**config.mk**
```make
export PLATFORM = sky130hd
export DESIGN_NAME = rom_loader
export DESIGN_NICKNAME = d
export VERILOG_FILES = /design/src/rtl/rom_loader.sv
export SDC_FILE = /design/constraint.sdc
export NUM_CORES = 1
export LEC_CHECK = 0
export CAP_MARGIN = 20
export CORE_UTILIZATION = 50
export DETAILED_ROUTE_END_ITERATION = 10
export PLACE_DENSITY = 0.88
export SLEW_MARGIN = 20
export SYNTH_ARGS = -nofsm -noshare
export SYNTH_HDL_FRONTEND = slang
export SYNTH_SLANG_ARGS = --single-unit
```
**constraint.sdc**
```tcl
create_clock -name i_clk_sys -period 3.3 [get_ports i_clk_sys]
set_clock_uncertainty 0.15 [all_clocks]
set_input_delay 0.33 -clock i_clk_sys [delete_from_list [all_inputs] [get_ports i_clk_sys]]
set_output_delay 0.33 -clock i_clk_sys [all_outputs]
set_load 0.02 [all_outputs]
```
**src/rtl/rom_loader.sv**
```systemverilog
// Accepts ROM download bytes from data_io, queues them, and replays each byte into
// every SDRAM toggle-handshake port whose region contains the byte address.
module rom_loader #(
  parameter int                          NUM_PORTS = 2,
  parameter int                          DEPTH     = 4,
  parameter logic [7:0]                  ROM_INDEX = 8'd0,
  parameter logic [25*NUM_PORTS-1:0]     BASE      = {25'h0C000, 25'h0},
  parameter logic [25*NUM_PORTS-1:0]     SIZE      = {25'h20000, 25'h0C000},
  parameter logic [5*NUM_PORTS-1:0]      SPLIT_BIT = {5'd14, 5'd0}
) (
  input  logic                     i_clk_sys,
  input  logic                     i_reset,
  input  logic                     i_ioctl_downl,
  input  logic [7:0]               i_ioctl_index,
  input  logic                     i_ioctl_wr,
  input  logic [24:0]              i_ioctl_addr,
  input  logic [7:0]               i_ioctl_dout,
  output logic [NUM_PORTS-1:0]     o_port_req,
  input  logic [NUM_PORTS-1:0]     i_port_ack,
  output logic [23*NUM_PORTS-1:0]  o_port_a,
  output logic [2*NUM_PORTS-1:0]   o_port_ds,
  output logic [16*NUM_PORTS-1:0]  o_port_d,
  output logic                     o_port_we,
  output logic                     o_rom_loaded,
  output logic                     o_core_reset,
  output logic                     o_overflow
);

  localparam int             AW        = (DEPTH > 1) ? $clog2(DEPTH) : 1;
  localparam logic [AW:0]    DEPTH_CNT = (AW+1)'(DEPTH);

  typedef enum logic [1:0] {S_IDLE = 2'd0, S_ISSUE = 2'd1, S_WAIT = 2'd2} state_t;

  state_t                     r_state, w_state_next;
  logic [24:0]                r_fifo_addr [DEPTH];
  logic [7:0]                 r_fifo_data [DEPTH];
  logic [AW-1:0]              r_wr_ptr, r_rd_ptr;
  logic [AW:0]                r_count, w_count_next;
  logic                       r_wr_d, r_dl_seen;
  logic [NUM_PORTS-1:0]       r_port_req, r_issued;
  logic [23*NUM_PORTS-1:0]    r_port_a;
  logic [2*NUM_PORTS-1:0]     r_port_ds;
  logic [16*NUM_PORTS-1:0]    r_port_d;
  logic                       r_port_we, r_rom_loaded, r_core_reset, r_overflow;
  logic                       w_accept, w_push, w_pop, w_issue, w_full, w_empty;
  logic                       w_ovf, w_load_done, w_rom_dl;
  logic [24:0]                w_head_addr;
  logic [7:0]                 w_head_data;
  logic [NUM_PORTS-1:0]       w_hit;
  logic [NUM_PORTS-1:0][22:0] w_a;
  logic [NUM_PORTS-1:0][1:0]  w_ds;

  assign w_rom_dl    = i_ioctl_downl && (i_ioctl_index == ROM_INDEX);
  assign w_accept    = i_ioctl_wr && !r_wr_d && w_rom_dl;
  assign w_full      = (r_count == DEPTH_CNT);
  assign w_empty     = (r_count == {(AW+1){1'b0}});
  assign w_push      = w_accept && (!w_full || w_pop);
  assign w_ovf       = w_accept && w_full && !w_pop;
  assign w_head_addr = r_fifo_addr[r_rd_ptr];
  assign w_head_data = r_fifo_data[r_rd_ptr];
  assign w_load_done = r_dl_seen && !i_ioctl_downl && w_empty && (r_state == S_IDLE);

  // Per-port region decode of the FIFO head; range compare widened to avoid wrap.
  for (genvar gi = 0; gi < NUM_PORTS; gi++) begin : g_dec
    localparam logic [24:0] P_BASE = BASE[25*gi +: 25];
    localparam logic [24:0] P_SIZE = SIZE[25*gi +: 25];
    localparam int          P_N    = int'(SPLIT_BIT[5*gi +: 5]);
    logic [23:0] w_off;

    assign w_hit[gi] = ({1'b0, w_head_addr} >= {1'b0, P_BASE}) &&
                       ({1'b0, w_head_addr} <  ({1'b0, P_BASE} + {1'b0, P_SIZE}));
    assign w_off     = 24'(w_head_addr - P_BASE);

    if (P_N == 0) begin : g_lin
      assign w_a[gi]  = w_off[23:1];
      assign w_ds[gi] = {w_off[0], ~w_off[0]};
    end else begin : g_split
      logic [23:0] w_hi, w_lo;
      assign w_hi     = (w_off >> (P_N + 1)) << P_N;
      assign w_lo     = w_off & ((24'd1 << P_N) - 24'd1);
      assign w_a[gi]  = w_hi[22:0] | w_lo[22:0];
      assign w_ds[gi] = {~w_off[P_N], w_off[P_N]};
    end
  end

  // FIFO occupancy update
  always_comb begin
    w_count_next = r_count;
    case ({w_push, w_pop})
      2'b10:   w_count_next = r_count + (AW+1)'(1'b1);
      2'b01:   w_count_next = r_count - (AW+1)'(1'b1);
      default: w_count_next = r_count;
    endcase
  end

  // Sequencer: a byte leaves the FIFO only once every port it was sent to has acked
  always_comb begin
    w_state_next = r_state;
    w_pop        = 1'b0;
    w_issue      = 1'b0;
    case (r_state)
      S_IDLE: begin
        if (!w_empty) w_state_next = S_ISSUE;
        else          w_state_next = S_IDLE;
      end
      S_ISSUE: begin
        if (w_hit == {NUM_PORTS{1'b0}}) begin
          w_pop        = 1'b1;
          w_state_next = S_IDLE;
        end else begin
          w_issue      = 1'b1;
          w_state_next = S_WAIT;
        end
      end
      S_WAIT: begin
        if (&(~r_issued | ~(i_port_ack ^ r_port_req))) begin
          w_pop        = 1'b1;
          w_state_next = S_IDLE;
        end else begin
          w_state_next = S_WAIT;
        end
      end
      default: w_state_next = S_IDLE;
    endcase
  end

  // State register
  always_ff @(posedge i_clk_sys) begin
    if (i_reset) r_state <= S_IDLE;
    else         r_state <= w_state_next;
  end

  // FIFO storage; contents are don't-care while the occupancy count says empty
  always_ff @(posedge i_clk_sys) begin
    if (w_push) begin
      r_fifo_addr[r_wr_ptr] <= i_ioctl_addr;
      r_fifo_data[r_wr_ptr] <= i_ioctl_dout;
    end
  end

  // Pointers, port outputs and status flags
  always_ff @(posedge i_clk_sys) begin
    r_wr_d <= i_ioctl_wr;
    if (i_reset) begin
      r_wr_ptr     <= {AW{1'b0}};
      r_rd_ptr     <= {AW{1'b0}};
      r_count      <= {(AW+1){1'b0}};
      r_port_req   <= {NUM_PORTS{1'b0}};
      r_issued     <= {NUM_PORTS{1'b0}};
      r_port_a     <= {(23*NUM_PORTS){1'b0}};
      r_port_ds    <= {(2*NUM_PORTS){1'b0}};
      r_port_d     <= {(16*NUM_PORTS){1'b0}};
      r_port_we    <= 1'b0;
      r_rom_loaded <= 1'b0;
      r_core_reset <= 1'b1;
      r_overflow   <= 1'b0;
      r_dl_seen    <= 1'b0;
    end else begin
      if (w_push) r_wr_ptr <= r_wr_ptr + AW'(1'b1);
      if (w_pop)  r_rd_ptr <= r_rd_ptr + AW'(1'b1);
      r_count <= w_count_next;
      if (w_ovf) r_overflow <= 1'b1;
      if (w_issue) r_issued <= w_hit;
      for (int i = 0; i < NUM_PORTS; i++) begin
        if (w_issue && w_hit[i]) begin
          r_port_a[23*i +: 23] <= w_a[i];
          r_port_ds[2*i +: 2]  <= w_ds[i];
          r_port_d[16*i +: 16] <= {w_head_data, w_head_data};
          r_port_req[i]        <= ~r_port_req[i];
        end
      end
      if (w_rom_dl)         r_dl_seen <= 1'b1;
      else if (w_load_done) r_dl_seen <= 1'b0;
      if (w_load_done) r_rom_loaded <= 1'b1;
      r_port_we    <= i_ioctl_downl || !w_empty;
      r_core_reset <= !r_rom_loaded || r_port_we;
    end
  end

  assign o_port_req   = r_port_req;
  assign o_port_a     = r_port_a;
  assign o_port_ds    = r_port_ds;
  assign o_port_d     = r_port_d;
  assign o_port_we    = r_port_we;
  assign o_rom_loaded = r_rom_loaded;
  assign o_core_reset = r_core_reset;
  assign o_overflow   = r_overflow;

endmodule

```
# After elaboration in Yosys (flattened, before gate mapping)
# Memories as Yosys holds them, arrays and structs flattened. A register that Yosys moved wholly into a read port is not among the register bits.
# Index checks and enable logic that the tools add are counted.
dict set report word_totals {
  reg_bits 101
  ramBits 132
  in_bits 47
  output_inout_bits 88
  elab_cells 89
  memories 2
}
dict set report classes {
  n_addsub 5
  magnitude_cmp 3
  n_eq_ne 5
  muxes 18
  bitwise 9
  n_reduce_logical 28
}
# name words width read_ports rd_clocked_by_memory_dff wr line
set mem_list {}
lappend mem_list {r_fifo_addr 4 25 1 1 1 35} ;# logic [24:0] r_fifo_addr [DEPTH];
lappend mem_list {r_fifo_data 4 8 1 1 1 36} ;# logic [7:0] r_fifo_data [DEPTH];
# operator count
set ops {}
lappend ops {{greater-or-equal comparator 25 x 16 -> 1 bit (second input constant)} 1}
lappend ops {{less-than comparator 25 x 16 -> 1 bit (second input constant)} 1}
lappend ops {{less-than comparator 25 x 18 -> 1 bit (second input constant)} 1}
lappend ops {{subtractor 24 x 16 -> 24 bit (second input constant)} 1}
lappend ops {{bitwise OR 23 x 14 -> 23 bit} 1}
lappend ops {{logical AND 1 bit} 12}
lappend ops {{2-to-1 mux 2 bit} 6}
lappend ops {{2-to-1 mux 1 bit} 9}
lappend ops {{logical NOT 8 bit} 1}
lappend ops {{logical NOT 1 bit} 6}
lappend ops {{case mux 2 bit (3 select lines)} 1}
lappend ops {{case mux 3 bit (2 select lines)} 1}
lappend ops {{adder 2 x 1 -> 2 bit (second input constant)} 2}
lappend ops {{equality test 2 x 1 -> 1 bit (second input constant)} 2}
lappend ops {{equality test 2 bit (second input constant)} 2}
lappend ops {{logical NOT 2 bit} 2}
lappend ops {{NOT 1 bit} 4}
lappend ops {{NOT 2 bit} 2}
lappend ops {{nonzero test 2 bit} 2}
lappend ops {{adder 3 x 1 -> 3 bit (second input constant)} 1}
lappend ops {{equality test 3 bit (second input constant)} 1}
lappend ops {{logical NOT 3 bit} 1}
lappend ops {{logical OR 1 bit} 3}
lappend ops {{subtractor 3 x 1 -> 3 bit (second input constant)} 1}
lappend ops {{other kinds (4)} 4}

# Logic depth before layout (Yosys ltp)
# Gate-level depths: netlist of run 1.
dict set report depth {
  ltp_word 10
  mapped_depth 11
}

# Worst setup path before layout of run 1
# OpenSTA, ideal clock, no wires.
dict set report synth_path {
  path_kind {flip-flop to flip-flop}
  startpoint {reg r_port_req[0], in the netlist o_port_req[0]}
  endpoint {mem r_fifo_addr[0][0], enable pin}
  t_arrival_ps 2327
  t_required_ps 2757
  slack_ps 430
  stages_incl_launch_ff 7
  path_buffers 0
  cell_sequence {dfxtp_1 -> xor2_1 -> a221oi_1 -> o21ai_0 -> a21oi_1 -> o21a_1 -> and2_1}
}
dict set report synth_between {
  elab_chain_cells 10
}
# element line
set synth_rtl {}
lappend synth_rtl {{start: declaration} 40} ;# logic [NUM_PORTS-1:0] r_port_req, r_issued;
lappend synth_rtl {{start signal: assignment} 148} ;# r_port_req <= {NUM_PORTS{1'b0}};
lappend synth_rtl {{start signal: indexed assignment} 169} ;# r_port_req[i] <= ~r_port_req[i];
lappend synth_rtl {{bitwise XOR 2 bit} 116} ;# if (&(~r_issued | ~(i_port_ack ^ r_port_req))) begin
lappend synth_rtl {{NOT 2 bit} 116}
lappend synth_rtl {{bitwise OR 2 bit} 116}
lappend synth_rtl {{AND reduction 2 bit} 116}
lappend synth_rtl {{2-to-1 mux 1 bit} 116}
lappend synth_rtl {{case mux 1 bit (2 select lines)} 101} ;# case (r_state)
lappend synth_rtl {{logical OR 1 bit} 57} ;# assign w_push = w_accept && (!w_full || w_pop);
lappend synth_rtl {{logical AND 1 bit} 57}
lappend synth_rtl {{2-to-1 mux 1 bit} 135} ;# if (w_push) begin
lappend synth_rtl {{2-to-1 mux 1 bit (implied by the code)} 136} ;# r_fifo_addr[r_wr_ptr] <= i_ioctl_addr;
lappend synth_rtl {{end: declaration} 35}
# No other way between the ends.

==> results of run 1 <==
## synthesized netlist by cell type (2+ instances only)
library cell  count  area [um^2]
o21ai_0           2         10.0
buf_4            16          120
edfxtp_1        132         3960
mux2i_1          53          531
nor4_1            4         25.0
xnor2_1           5         43.8
buf_2             2         10.0
nor2b_1           3         18.8
or4_1             4         30.0
ha_1              9          113
nor4b_1           2         17.5
nand2_1           7         26.3
inv_1             9         33.8
dfxtp_1          87         1740
mux2_2            2         22.5
xor2_1            4         35.0
o21a_1            7         52.6
mux4_2           26          586
nand2b_1          3         18.8
a21oi_1           5         25.0
nor3_1            3         15.0
nor2_1           71          267
and2_1           17          106
clkbuf_1         10         37.5
a21o_1            2         15.0
buf_1             2         7.51
o2111ai_1         2         17.5
buf_6             6         67.6
## layer usage
layer / vias up / global-route usage [%] / wire [um]
li1: 2158 / - / -
met1: 2259 / 23.5 / 6500
met2: 169 / 32.2 / 7610
met3: 35 / 4.29 / 1140
met4: 0 / 7.46 / 473
met5: - / 0 / 0
## flip-flops by register name, indices dropped and copies added, names as in the netlist, named ones only
| register | count |
|---|---|
| r_wr_ptr | 2 |
| o_overflow | 1 |
| o_port_ds | 4 |
| o_rom_loaded | 1 |
| r_rd_ptr | 2 |
| r_wr_d | 1 |
| r_count | 3 |
| r_state | 2 |
| o_port_we | 1 |
| r_dl_seen | 1 |
| r_fifo_addr | 100 |
| o_port_req | 2 |
| o_port_d | 16 |
| o_port_a | 46 |
| r_fifo_data | 32 |
| o_core_reset | 1 |
| r_issued | 2 |
## worst max-delay path, stage by stage (launching register included)
cell,delay (ns)
edfxtp_1,0.38
or4_1,0.53
nor4b_1,0.31
o211a_1,0.28
o211ai_1,0.15
nor2b_2,0.22
nand2_1,0.14
fa_1,0.25
nor3_1,0.07
mux2i_1,0.20
o311ai_0,0.15
## metrics by stage
step           instance area (um^2)  setup slack [ns]  total power [mW]  hold WS (ns)  cells
2_1_floorplan                  8150             0.430              2.97         0.208    516
3_3_place_gp                   9640             0.375              3.05         0.287    844
3_5_place_dp                   9640             0.206              3.05         0.293    844
4_1_cts                       10400             0.317              5.44         0.160    884
5_1_grt                       10400             0.152              5.54         0.170    884
6_report                      10400             0.313              5.38         0.173    884
## power groups by stage
stage | Sequential, mW | Clock (mW) | Combinational, mW
global placement | 2.95 | 0 | 0.0947
floorplan | 2.96 | 0 | 0.0185
finish | 2.90 | 2.39 | 0.0984
detailed placement | 2.95 | 0 | 0.0986
global route | 2.89 | 2.54 | 0.106
CTS | 2.90 | 2.44 | 0.0987
## layout make-up
| cell class | count | area, um^2 | area share [%] |
|---|---|---|---|
| multi-input combinational | 252 | 2170 | 21.0 |
| timing repair buffer | 148 | 1450 | 14.0 |
| clock buffer | 35 | 681 | 6.58 |
| inverter | 9 | 33.8 | 0.326 |
| clock inverter | 5 | 32.5 | 0.314 |
| sequential | 219 | 5710 | 55.1 |
| tap | 216 | 270 | 2.61 |
## cells by family (layout without fill, tap and decap cells)
group | after synthesis | after routing | share of synthesized area (%)
flops | 219 | 219 | 70.0
simple gates | 122 | 122 | 7.25
mux | 81 | 81 | 14.0
buf+inv | 45 | 197 | 3.39
compound gates | 30 | 30 | 2.75
fa+ha+maj | 10 | 10 | 1.63
xor+xnor | 9 | 9 | 0.968
## placed cells by master (no fill, tap or decap), drive strengths merged, types with 2 or more instances in the layout
cell / synthesis / routed
o2111ai: 2 / 2
nand2b: 3 / 3
nor4: 4 / 4
inv: 9 / 10
a21o: 2 / 2
xor2: 4 / 4
mux4: 26 / 26
mux2i: 53 / 53
dfxtp: 87 / 87
nor3: 4 / 4
edfxtp: 132 / 132
o21a: 7 / 7
o21ai: 3 / 3
a211oi: 2 / 2
mux2: 2 / 2
and2: 18 / 18
nor2b: 4 / 4
clkbuf: 10 / 35
clkinv: 0 / 3
nand2: 7 / 7
nor2: 71 / 71
xnor2: 5 / 5
or4: 4 / 4
a21oi: 5 / 5
clkdlybuf4s50: 0 / 133
ha: 9 / 9
buf: 26 / 15
nor4b: 2 / 2
## how the worst max path moves through the flow
| stage | start | end | slack (ns) |
|---|---|---|---|
| 4_1_cts | r_fifo_addr[3][20] | r_count[2] | 0.32 |
| 5_1_grt | r_fifo_addr[3][20] | r_count[2] | 0.15 |
| 2_1_floorplan | o_port_req[0] | r_fifo_addr[0][0] | 0.43 |
| 3_3_place_gp | i_port_ack[0] | r_count[1] | 0.37 |
| 6_report | r_fifo_addr[3][20] | r_count[2] | 0.31 |
| 3_5_place_dp | i_port_ack[0] | r_count[2] | 0.21 |
==> impl_results.md, run 1 <==
* Outcome: completed
* RSZ-0062 raised after global routing: false
* DRT antenna net count at 0
* I/O pin total at about 140
* Leakage at between 3 and 4 nW
* Clock Path Buffers at 3
* VDD IR-drop max at ~0.00033 V
* Fraction of layout cells with a size suffix above 1 at between 10% and 20%
* Per-cell routed wire length at 17.8 um
* IO Port Bufs at about 130
* Flop pwr share at a little over half
* CTS Sinks at roughly 220
* Initial antenna violation count at 0
* Pre-antenna DRT Iters at 4
* Nets at between 700 and 800
* Core ar. at 15900 um^2
* Worst-Margin Slew at 0.716 ns
* YS warnings at 0
* Maximum clock frequency at 0.335 GHz
* #FFs+latches synth at around 220
* RePlAce Congestion at about 0.76
* Post-detailed-route DRC marker count at 0
* Ant. Diodes at 0
* Finished Core Util at around 65%
* CTS tree: yes
* Synthesized netlist net count at approximately 570
* Width of the chip at 130 um
* MaxCap Viol Count at 0
* First-pass GRT wire length at approximately 24000 um
* Cell area after synthesis at between 8000 and 9000 um^2
* Crit end category: flop
* Hold Buf Count CTS at 0
* Comb pwr share at under 10%
* CTS H-tree lvls at 1
* WHS Endpoint: r_wr_d
* Post-synth EDFFs at around 130
* Avg Vias per Cell at ~5.2
* Detail Placement HPWL at 10500 um
* CTS buffer count at 22
* Post-synthesis cell count at slightly above 500
* Setup Crit Path Kind: flop to flop
* Vias in the first global route at ~4700
* Worst-path clk slew at about 0.07 ns
* Die Height at 130 um
* TNS Setup at 0 ns
* Clk pwr share at approximately 44%
* Critical Path RT at 3.50 ns
* DR vias at roughly 4600
* Fin. max-slew vios at 0
* Crit path max fanout at 5
* FF-to-FF path depth at 10
* Reg2reg end: r_count[2]
* Worst min path class: primary input to flop
* Post-synth ARST share at 0%
* Reg-to-Reg Start: r_fifo_addr[3][20]
* GR Util All Layers at between 10% and 20%
* Hold depth at 1
* Clock Root Buffer: clkbuf_16
* DRT Wirelength at 15700 um
* Iter 0 DRT Violations at 233
* Hold_sp: i_ioctl_wr
* Setup violators final at 0
* Min Clock Period, post-route at between 2 and 3 ns
* Post-CTS Repair Setup Buffers at 0
* Pin count of the biggest net entering global routing at 43
* P&R area growth vs syn at 27.1%
* Slew margin rel. at between 50 and 60%
* Post_cts resized at 0
* Grt ovf at 0
* Sequential area share after synthesis at 70.0%
* Internal Power at ~4.4 mW
* Psw at a little over 1 mW
* Fillers at roughly 1100
* Clock Latency Late Sink at about 0.50 ns
* Critical Path AT at ~3.2 ns
* Synth cell types at between 40 and 50
* Initial Util at a little over 50%
* Crit path launch type: flop
* Final Hold Viols at 0
* Net Sw Frac at roughly a fifth
* Most used DFF post-synth: edfxtp_1
* Pwr dens at 520 nW/um^2
* Post-route clock period utilization at 90.5%
* R2R setup slack at around 0.31 ns
* Mean Syn Cell Area at about 16 um^2
* FP Rows at 46
* Die area at approximately 17000 um^2
Note: power is estimated with default switching activity, not from simulation.
==> run 2, diff against run 1 <==
--- a/config.mk
+++ b/config.mk
@@ -6,6 +6,7 @@
 export NUM_CORES = 1
 export LEC_CHECK = 0
 export CAP_MARGIN = 20
+export CORE_ASPECT_RATIO = 0.5
 export CORE_UTILIZATION = 50
 export DETAILED_ROUTE_END_ITERATION = 10
 export PLACE_DENSITY = 0.88
==> impl_results.md, run 2 (synthesis results as in run 1) <==
* Max reg flops at 100 (unchanged)
* Final Hold Viols at 0 (unchanged)
* Slew margin rel. at 63.2% (+11 points)
* Per-cell routed wire length at 20.3 um (+14%)
* Crit path launch type: flop
* Fin. max-slew vios at 0 (unchanged)
* Met3 usage at 3.89% (-0.40 points)
* Nets at 710 (+0.14%)
* VDD IR-drop max at 0.000361 V (+10%)
* Width of the chip at 183 um (+41%)
* Hold depth at 2 (+1)
* Pwr dens at 513 nW/um^2 (-1.3%)
* Iter 0 DRT Violations at 373 (+60%)
* Core ar. at 15700 um^2 (-1.4%)
* Critical Path RT at 3.53 ns (+0.03 ns)
* CTS buffer count at 20 (-9.1%)
* Critical Path AT at 3.34 ns (+0.15 ns)
* Worst-Margin Slew at 0.552 ns (-0.164 ns)
* Psw at 1.05 mW (+4.5%)
* Leakage at 3.63 nW (-0.27%)
* Hold Buf Count CTS at 0 (unchanged)
* Post-CTS Repair Setup Buffers at 0 (unchanged)
* CTS tree: yes
* IO Port Bufs at 134 (unchanged)
* Maximum clock frequency at 0.322 GHz (-4.0%)
* GR Util All Layers at 21.8% (+2.9 points)
* Post-route clock period utilization at 94.2% (+3.7 points)
* FF-to-FF path depth at 10 (unchanged)
* Clock Root Buffer: clkbuf_16
* RSZ-0062 raised after global routing: false
* Most flops, register: r_fifo_addr
* Min Clock Period, post-route at 3.11 ns (+0.123 ns)
* Hold_sp: i_reset
* Reg area at 5710 um^2 (unchanged)
* Fillers at 1013 (-10%)
* Setup Slack @ Placement at 0.171 ns (-0.0347 ns)
* Worst min path class: primary input to flop
* GRT busiest layer: met2
* Initial antenna violation count at 1 (+1)
* Commonest non-fill, non-tap cell in the layout: clkdlybuf4s50_1
* Crit path max fanout at 22 (+17)
* Die area at 16800 um^2 (+0.18%)
* Net Sw Frac at 19.9% (+1.2 points)
* Setup Crit Path Kind: flop to flop
* Finished Core Util at 66.0% (+0.79 points)
* Vias in the first global route at 5015 (+6.2%)
* Comb pwr share at 1.9% (about the same)
* Flop pwr share at 54.6% (+0.8 points)
* WHS Endpoint: o_port_d[9]
* P&R area growth vs syn at 26.7%
* R2R setup slack at 0.19 ns (-0.12 ns)
* Pre-antenna DRT Iters at 4 (unchanged)
* First-pass GRT wire length at 27600 um (+14%)
* DR vias at 4779 (+3.4%)
* Die Height at 92.3 um (-29%)
* DRT antenna net count at 0 (unchanged)
* Final setup margin at 0.190 ns (-0.123 ns)
* CP dominant cell by count: nand2_1
* Commonest non-fill, non-tap cells in the layout: clkdlybuf4s50_1, edfxtp_1, dfxtp_1
* Met2 Usage GRT at 38.0% (+5.8 points)
* FP Rows at 32 (-30%)
* I/O pin total at 135 (unchanged)
* Final Power at 5.30 mW (-1.6%)
* Outcome: completed
* Reg2reg end: r_count[2]
* CP max-delay cell: dfxtp_2
* TNS Setup at 0 ns (unchanged)
* Setup violators final at 0 (unchanged)
* CTS Sinks at 219 (unchanged)
* Crit end category: flop
* Grt ovf at 0 (unchanged)
* Grt met1 use at 28.1% (+4.6 points)
* RePlAce Congestion at 0.794 (+4.5%)
* CP peak stage delay at 0.68 ns (+0.15 ns)
* Avg Vias per Cell at 5.38 (+2.8%)
* Detail Placement HPWL at 11400 um (+8.4%)
* Multi-input logic area at 2170 um^2 (unchanged)
* Clock Path Buffers at 3 (unchanged)
* Worst-path clk slew at 0.06 ns (about the same)
* CTS H-tree lvls at 1 (unchanged)
* Fraction of layout cells with a size suffix above 1 at 13.6% (+0.62 points)
* Crit-path cells: mux4_2, a21o_1, nand2_1, o211ai_1, nor2b_2, nand2_1, fa_1, nor3b_1, mux2i_1, o311ai_0
* Post_cts resized at 0 (unchanged)
* Initial Util at 52.0% (+0.75 points)
* Internal Power at 4.24 mW (-3.0%)
* Post-detailed-route DRC marker count at 0 (unchanged)
* DRT Wirelength at 18100 um (+15%)
* Clk pwr share at 43.4% (-0.9 points)
* Clock Latency Late Sink at 0.50 ns (about the same)
* Pin count of the biggest net entering global routing at 36 (-16%)
* MaxCap Viol Count at 0 (unchanged)
run 2: power groups by stage:
stage	clock (mW)	combinational, mW	sequential (mW)
finish	2.30	0.103	2.89
global route	2.43	0.108	2.89
CTS	2.33	0.103	2.89
detailed placement	0	0.102	2.95
floorplan	0	0.0185	2.96
global placement	0	0.0974	2.95
run 2: worst max path at each step:
stage / startpoint / to / slack (ns) / cells past startpoint
finish: flop / r_count[2] / 0.19 / 10
global route: flop / r_count[2] / 0.05 / 10
CTS: flop / r_count[2] / 0.21 / 10
detailed placement: i_ioctl_index[2] / r_fifo_addr[1][6] / 0.17 / 7
global placement: i_ioctl_index[2] / r_fifo_data[1][5] / 0.26 / 7
floorplan: o_port_req[0] / r_fifo_addr[0][0] / 0.43 / 6
run 2: cell type report:
class | count | area share, %
Clock buffer | 24 | 5.39
Sequential cell | 219 | 55.3
Timing Repair Buffer | 151 | 14.3
Multi-Input combinational cell | 252 | 21.0
Antenna cell | 1 | 0.0242
Clock inverter | 12 | 0.957
Tap cell | 221 | 2.68
Inverter | 9 | 0.327
run 2: metrics by stage:
step | hold slack, ns | instance area (um^2) | cells
after global placement | 0.273 | 9670 | 852
after CTS | 0.0939 | 10300 | 888
after floorplan | 0.208 | 8150 | 516
after global routing | 0.128 | 10300 | 889
after detailed placement | 0.278 | 9670 | 852
final | 0.106 | 10300 | 889
run 2: layer usage:
layer / vias to the layer above / share of wire (%)
met5: - / 0
met4: 0 / 1.9
li1: 2154 / -
met1: 2412 / 43
met2: 185 / 50
met3: 28 / 5.3
run 2: worst max-delay path: cells and delay by family, from the launching register on:
kind	cells	cell delay (ns)
AOI/OAI and AO/OA	3	0.44
muxes	2	0.47
and+or+nand+nor	4	0.81
adders and majority gates	1	0.45
DFF	1	0.68
==> run 3, diff against run 2 <==
--- a/config.mk
+++ b/config.mk
@@ -5,8 +5,10 @@
 export SDC_FILE = /design/constraint.sdc
 export NUM_CORES = 1
 export LEC_CHECK = 0
+export ABC_CLOCK_PERIOD_IN_PS = 3300
 export CAP_MARGIN = 20
 export CORE_ASPECT_RATIO = 0.5
+export CORE_MARGIN = 10
 export CORE_UTILIZATION = 50
 export DETAILED_ROUTE_END_ITERATION = 10
 export PLACE_DENSITY = 0.88
==> impl_results.md, run 3 (synthesis results as in run 1) <==
* Outcome: completed
* Worst-path clk slew at 0.07 ns (about the same)
* Crit path launch type: flop
* Die area at 22100 um^2 (+31%)
* Post-route clock period utilization at 91.9% (-2.4 points)
* Slew margin rel. at 46.2% (-17 points)
* Width of the chip at 201 um (+9.9%)
* MaxCap Viol Count at 0 (unchanged)
* Crit path max fanout at 20 (-9.1%)
* CTS Sinks at 219 (unchanged)
* Per-cell routed wire length at 21.2 um (+4.1%)
* DR vias at 4695 (-1.8%)
* CTS tree: yes
* Iter 0 DRT Violations at 269 (-28%)
* Post-CTS Repair Setup Buffers at 0 (unchanged)
* Post_cts resized at 0 (unchanged)
* CTS H-tree lvls at 1 (unchanged)
* Pwr dens at 508 nW/um^2 (-0.98%)
* Critical Path RT at 3.52 ns (about the same)
* Commonest non-fill, non-tap cell in the layout: clkdlybuf4s50_1
* First-pass GRT wire length at 28700 um (+3.7%)
* Crit end category: flop
* FP Rows at 32 (unchanged)
* Crit-path cells: or4_1, nor4b_1, o21a_1, o21ai_1, nor3_4, buf_4, mux2i_1, nor2_1
* Critical Path AT at 3.25 ns (-0.09 ns)
* Clock Root Buffer: clkbuf_16
* RSZ-0062 raised after global routing: false
* Core ar. at 15700 um^2 (+0.26%)
* P&R area growth vs syn at 26.7% (about the same)
* Grt ovf at 0 (unchanged)
* DRT antenna net count at 0 (unchanged)
* Maximum clock frequency at 0.330 GHz (+2.6%)
* Most flops, register: r_fifo_addr
* Max reg flops at 100 (unchanged)
* Initial Util at 51.9% (-0.13 points)
* Die Height at 110 um (+20%)
* Clock Latency Late Sink at 0.50 ns (about the same)
* Finished Core Util at 65.8% (-0.18 points)
* IO Port Bufs at 134 (unchanged)
* Setup violators final at 0 (unchanged)
* Setup Crit Path Kind: flop to flop
* Pin count of the biggest net entering global routing at 43 (+19%)
* DRT Wirelength at 18800 um (+3.8%)
* VDD IR-drop max at 0.000422 V (+17%)
* Pre-antenna DRT Iters at 4 (unchanged)
* Initial antenna violation count at 0 (-1)
* Commonest non-fill, non-tap cells in the layout: clkdlybuf4s50_1, edfxtp_1, dfxtp_1
* Fin Hold WS at 0.158 ns (+0.0515 ns)
* Fraction of layout cells with a size suffix above 1 at 12.8% (-0.84 points)
* Final Hold Viols at 0 (unchanged)
* Clock Path Buffers at 3 (unchanged)
* I/O pin total at 135 (unchanged)
* Hold Buf Count CTS at 0 (unchanged)
* RePlAce Congestion at 0.767 (-3.4%)
* GR Util All Layers at 16.6% (-5.2 points)
* Fin. max-slew vios at 0 (unchanged)
* Worst min path class: primary input to flop
* TNS Setup at 0 ns (unchanged)
* Nets at 707 (-0.42%)
* Worst-Margin Slew at 0.808 ns (+0.256 ns)
* Post-detailed-route DRC marker count at 0 (unchanged)
* CP peak stage delay at 0.54 ns (-0.14 ns)
* Detail Placement HPWL at 12400 um (+8.6%)
* CTS buffer count at 20 (unchanged)
* Avg Vias per Cell at 5.30 (-1.4%)
* Leakage at 3.60 nW (-0.80%)
* CP max-delay cell: or4_1
* Min Clock Period, post-route at 3.03 ns (-0.0786 ns)
* Vias in the first global route at 4915 (-2.0%)
run 3: path summary, 6_finish.rpt:
path	to	slack [ns]	cells past startpoint	start
worst min register to register	o_core_reset	0.30	1	o_port_we
worst max-delay path	o_port_a[27]	0.27	8	r_fifo_addr[2][21]
worst min-delay path	r_wr_d	0.16	1	i_ioctl_wr
worst max register to register	o_port_a[27]	0.27	8	r_fifo_addr[2][21]
run 3: through the flow:
stage,worst slack (ns),power [mW],area [um^2],std cells
6_report,0.269,5.24,10300,886
4_1_cts,0.264,5.29,10300,885
3_5_place_dp,0.313,3.05,9680,849
2_1_floorplan,0.430,2.97,8150,516
3_3_place_gp,0.382,3.05,9680,849
5_1_grt,0.0681,5.39,10300,885
run 3: cell type report:
type                       count  area [um^2]
sequential                   219         5710
fill                        1035         5370
multi-input combinational    252         2170
timing repair buffer         148         1490
clock buffer                  23          532
tap                          221          277
clock inverter                13          108
inverter                       9         33.8
antenna                        1         2.50
run 3: worst max-delay path, delay by kind of cell (launching register included):
family                 cells  cell delay [ns]
AND/OR/NAND/NOR            4             1.25
AO/OA/AOI/OAI              2             0.42
buffers and inverters      1             0.38
flip-flops                 1             0.36
multiplexers               1             0.32
run 3: power by group:
part / total (mW) / leakage (nW) / switching [mW] / internal [mW]
sequential: 2.89 / 1.89 / 0.000487 / 2.89
combinational: 0.102 / 1.40 / 0.0492 / 0.0528
clock: 2.25 / 0.307 / 0.999 / 1.25
total: 5.24 / 3.60 / 1.05 / 4.19
run 3: routing by layer:
metal	global-route usage (%)	wire, um
met1	19.5	7310
met2	29.9	9550
met3	3.81	1370
met4	6.07	532
met5	0	0
